$ cat config.mk
export PLATFORM = sky130hd
export DESIGN_NAME = cond_pipe_unit
export DESIGN_NICKNAME = d
export VERILOG_FILES = /design/src/rtl/cond_pipe_unit.sv
export SDC_FILE = /design/constraint.sdc
export NUM_CORES = 1
export LEC_CHECK = 0
export CORE_UTILIZATION = 45
export CTS_CLUSTER_DIAMETER = 150
export DETAILED_ROUTE_END_ITERATION = 8
export GPL_TIMING_DRIVEN = 0
export PLACE_DENSITY = 0.86
export SYNTH_ARGS = -nofsm -noshare
export SYNTH_HDL_FRONTEND = slang
export SYNTH_SLANG_ARGS = --single-unit
export TNS_END_PERCENT = 10
$ cat constraint.sdc
create_clock -name clk -period 2.2 [get_ports clk]
set_input_delay 0.22 -clock clk [delete_from_list [all_inputs] [get_ports clk]]
set_output_delay 0.22 -clock clk [all_outputs]
set_load 0.01 [all_outputs]
$ cat src/rtl/cond_pipe_unit.sv
// cond_pipe_unit: per-lane condition-code evaluation against {N,Z,C,V} with a one-deep output register.
// Optional IT-block sequencer overriding lane 0 is compiled in when COND_IT_BLOCK_EN is defined.
module cond_pipe_unit #(
  parameter int unsigned LANES  = 2,
  parameter int unsigned BYPASS = 1
) (
  input  logic               clk,
  input  logic               rst_n,
  input  logic               in_valid,
  output logic               in_ready,
  input  logic [4*LANES-1:0] cond,
  input  logic               flags_we,
  input  logic [3:0]         flags_in,
  input  logic               out_stall,
  output logic               out_valid,
  output logic [LANES-1:0]   cond_pass,
  output logic [3:0]         status_out
`ifdef COND_IT_BLOCK_EN
  ,
  input  logic               it_start,
  input  logic [3:0]         it_cond,
  input  logic [1:0]         it_len,
  input  logic [3:0]         it_te,
  output logic               it_active
`endif
);

  localparam int unsigned CW = 4 * LANES;

  function automatic logic eval_cond(input logic [3:0] code, input logic [3:0] f);
    logic n, z, c, v;
    {n, z, c, v} = f;
    case (code)
      4'h0:    eval_cond = z;
      4'h1:    eval_cond = !z;
      4'h2:    eval_cond = c;
      4'h3:    eval_cond = !c;
      4'h4:    eval_cond = n;
      4'h5:    eval_cond = !n;
      4'h6:    eval_cond = v;
      4'h7:    eval_cond = !v;
      4'h8:    eval_cond = c & !z;
      4'h9:    eval_cond = !c | z;
      4'hA:    eval_cond = (n == v);
      4'hB:    eval_cond = (n != v);
      4'hC:    eval_cond = !z & (n == v);
      4'hD:    eval_cond = z | (n != v);
      4'hE:    eval_cond = 1'b1;
      default: eval_cond = 1'b0;
    endcase
  endfunction

  logic [3:0]       status_q, status_d;
  logic             out_valid_q, out_valid_d;
  logic [LANES-1:0] pass_q, pass_d, pass_c;
  logic [CW-1:0]    eff_cond_c;
  logic [3:0]       flags_c;
  logic             accept_c;

  assign in_ready   = !out_valid_q | !out_stall;
  assign accept_c   = in_valid & in_ready;
  assign flags_c    = ((BYPASS != 32'd0) && flags_we) ? flags_in : status_q;
  assign out_valid  = out_valid_q;
  assign cond_pass  = pass_q;
  assign status_out = status_q;

`ifdef COND_IT_BLOCK_EN
  typedef enum logic {IT_IDLE, IT_ACTIVE} it_state_e;

  it_state_e  state_q, state_d;
  logic [2:0] count_q, count_d;
  logic [1:0] idx_q, idx_d;
  logic [3:0] it_cond_q, it_cond_d;
  logic [3:0] it_te_q, it_te_d;
  logic       ovr_c;
  logic [3:0] ovr_code_c;

  // A start always (re)loads the block; the transaction accepted alongside it is left alone.
  always_comb begin
    state_d   = state_q;
    count_d   = count_q;
    idx_d     = idx_q;
    it_cond_d = it_cond_q;
    it_te_d   = it_te_q;
    ovr_c     = 1'b0;
    case (state_q)
      IT_IDLE: begin
        if (it_start) begin
          state_d   = IT_ACTIVE;
          count_d   = 3'(it_len) + 3'd1;
          idx_d     = 2'd0;
          it_cond_d = it_cond;
          it_te_d   = it_te;
        end
      end
      IT_ACTIVE: begin
        if (it_start) begin
          count_d   = 3'(it_len) + 3'd1;
          idx_d     = 2'd0;
          it_cond_d = it_cond;
          it_te_d   = it_te;
        end else if (accept_c) begin
          ovr_c   = 1'b1;
          count_d = count_q - 3'd1;
          idx_d   = idx_q + 2'd1;
          if (count_q == 3'd1) state_d = IT_IDLE;
        end
      end
      default: state_d = IT_IDLE;
    endcase
  end

  always_ff @(posedge clk or negedge rst_n) begin
    if (!rst_n) begin
      state_q   <= IT_IDLE;
      count_q   <= 3'd0;
      idx_q     <= 2'd0;
      it_cond_q <= 4'h0;
      it_te_q   <= 4'h0;
    end else begin
      state_q   <= state_d;
      count_q   <= count_d;
      idx_q     <= idx_d;
      it_cond_q <= it_cond_d;
      it_te_q   <= it_te_d;
    end
  end

  assign it_active  = (state_q == IT_ACTIVE);
  assign ovr_code_c = it_te_q[idx_q] ? it_cond_q : (it_cond_q ^ 4'h1);

  always_comb begin
    eff_cond_c = cond;
    if (ovr_c) eff_cond_c[3:0] = ovr_code_c;
  end
`else
  assign eff_cond_c = cond;
`endif

  always_comb begin
    pass_c = '0;
    for (int unsigned l = 0; l < LANES; l++) begin
      pass_c[l] = eval_cond(eff_cond_c[4*l +: 4], flags_c);
    end
  end

  // Output register holds while stalled; flag writes are never blocked by the stall.
  always_comb begin
    status_d    = status_q;
    out_valid_d = out_valid_q;
    pass_d      = pass_q;
    if (flags_we) status_d = flags_in;
    if (accept_c) begin
      out_valid_d = 1'b1;
      pass_d      = pass_c;
    end else if (!out_stall) begin
      out_valid_d = 1'b0;
    end
  end

  always_ff @(posedge clk or negedge rst_n) begin
    if (!rst_n) begin
      status_q    <= 4'h0;
      out_valid_q <= 1'b0;
      pass_q      <= '0;
    end else begin
      status_q    <= status_d;
      out_valid_q <= out_valid_d;
      pass_q      <= pass_d;
    end
  end

endmodule
==> results_dict.tcl <==
set metrics [dict create \
    cts_root_buf "clkbuf_4" \
    avgSynthCellArea_um2 9.05 \
    ios 25 \
    post-cts-setup-buffers 0 \
    drc 0 \
    fin_crit_sh_pct 80.1 \
    tightest_slew_ps 464 \
    wl_met1_um 752 \
    grtUsageTotal_pct 22.7 \
    rsz0062_at_grt "no" \
    worstPathRequired_ps 2320 \
    setup_violations 0 \
    wl_um 1690 \
    synth_cell_type_count 39 \
    synthFlopType "dfrtp_1" \
    worstSkewPairLatency_ps 250 \
    area_delta_synth_final_pct 36.6 \
    slew_violations 0 \
    worstPathMaxFanout 10 \
    core-area_um2 1370 \
    fin_crit_ps 1760 \
    synthTopCellsByArea "dfrtp_1 25%, mux2_2 6.5%, mux2i_1 4.3%, nand3b_1 4.3%, mux4_1 3.8%" \
    initial_core_util_pct 51.0 \
    route.met3.wl_um 108 \
    endpoint_kind "register" \
    yosysTopAreaCell "dfrtp_1" \
    cts_tree "done" \
    drive_gt1_share_pct 11.8 \
    syn_inst 77 \
    drt_iter0_markers 28 \
    final_nets 120 \
    layout_common_cells "21 x clkdlybuf4s50_1, 7 x nand2_1, 7 x dfrtp_1" \
    synth_seq_area_share_pct 25.1 \
    critPathLaunchType "primary input" \
    die_h_um 41.4 \
    antenna_left 0 \
    nFillCells 111 \
    ys_ff_latch 7 \
    clk_pin_slew_worst_paths_ps 50 \
    die_area_um2 1710 \
    die_w_um 41.4 \
    hold_violations 0 \
    cap_violations 0 \
    synthesis.nets 94 \
    synth_warnings 0 \
    final_common_cell "clkdlybuf4s50_1" \
    skew_ps 1.96 \
    synth_edf_count 0 \
    cts_buffer_depth 2 \
    cts_resized 0 \
    gp_congestion 0.732 \
    crit_type "in -> reg" \
    p_leak_nw 0.380 \
    hp-class "in -> async" \
    async_reset_ff_share_pct 100 \
    wl_per_cell_um 14.4 \
    maxSlewHeadroom_pct 69.1 \
    status "finished clean" \
    grt_pass1_wl_um 2550 \
    holdBufCountCts 0 \
    dp_hpwl_um 1310 \
    drt_first_pass_iters 4 \
    grt_max_degree 11 \
    ir_worst_vdd_uv 293 \
    top_layer_used "met4" \
    antenna-diode-count 0 \
    gr-total-overflow 0 \
    portBuffers 21 \
    grt_antenna_before_repair 0 \
    viasPerCell 5.97 \
    wl_met2_um 821 \
    fin_tns_setup_ps 0 \
    power_density_nw_per_um2 487 \
    synth_area_um2 697 \
    cts_sinks 7 \
    synth_top_area_share_pct 25.1 \
    crit_arrival_ps 1880 \
    cts-buffers-inserted 3 \
    htree_levels 1 \
    vias 698 \
    grt_pass1_vias 603 \
    post-route-util_pct 69.7 \
    rows 13 \
    max_freq_mhz 568 \
]
==> cells by family after synthesis <==
group	count (synthesis)	synth area share, %
compound gates	19	19.0
xor+xnor	5	6.28
buf+inv	8	5.92
flops	7	25.1
mux	10	19.9
simple gates	28	23.7
==> stage by stage <==
| step | std cells | area, um2 | setup WS (ps) | power (mW) | hold slack (ps) |
|---|---|---|---|---|---|
| detailed placement | 113 | 926 | 204 | 0.349 | 496 |
| global placement | 113 | 926 | 243 | 0.344 | 493 |
| finish | 117 | 952 | 438 | 0.464 | 230 |
| CTS | 117 | 952 | 451 | 0.467 | 231 |
| global route | 117 | 952 | 324 | 0.489 | 249 |
| floorplan | 77 | 697 | 662 | 0.264 | -75.6 |
==> synthesized netlist by cell type (2+ instances only) <==
cell      count
nand3b_1      4
nand2b_1      3
mux2i_1       3
a21oi_1       2
o21ai_0       4
a41oi_1       2
a31oi_1       2
mux2_2        4
xor2_1        3
inv_1         3
xnor2_1       2
nand2_1       7
dfrtp_1       7
clkbuf_1      2
nor2_1        4
or2b_1        2
==> flip-flops by register name, summed over array words and instances (netlist names) <==
name,flops
status_out,4
cond_pass,2
out_valid,1
==> where the power goes <==
group	switching (mW)	internal, mW	total [mW]
Combinational	0.0868	0.106	0.193
Sequential	0.0122	0.144	0.156
Clock	0.0455	0.0691	0.115
==> worst paths after layout <==
| path | cells after the start | slack, ps | to | from |
|---|---|---|---|---|
| worst max-delay path | 6 | 440 | cond_pass[1]$_DFFE_PN0P_ | flags_we |
| worst min-delay path | 1 | 230 | out_valid$_DFFE_PN0P_ | rst_n |
| worst max register to register | 5 | 480 | cond_pass[1]$_DFFE_PN0P_ | status_out[3]$_DFF_PN0_ |
| worst min register to register | 2 | 530 | out_valid$_DFFE_PN0P_ | out_valid$_DFFE_PN0P_ |
| max in group asynchronous | 1 | 1730 | status_out[1]$_DFF_PN0_ | rst_n |
| min in group clk | 3 | 370 | cond_pass[1]$_DFFE_PN0P_ | cond[5] |
==> critical path: stages <==
cell	delay (ps)
clkdlybuf4s50_1	480
buf_6	150
mux2_2	380
a22o_1	230
a311oi_1	290
a31oi_1	120
==> per-layer routing <==
layer	up-vias	track usage [%]
met2	34	38.7
met3	2	3.19
met5	-	0
li1	342	-
met4	0	4.84
met1	320	30.6
==> final cells by class <==
cell class | count | area (um2) | area share [%]
repair buffers | 21 | 210 | 22.1
clock buffers | 4 | 26.3 | 2.76
well taps | 15 | 18.8 | 1.97
flip-flops and latches | 7 | 175 | 18.4
plain buffers | 5 | 30.0 | 3.15
multi-input cells | 62 | 480 | 50.5
inverters | 3 | 11.3 | 1.18
Power figures use the tool's default switching activity.
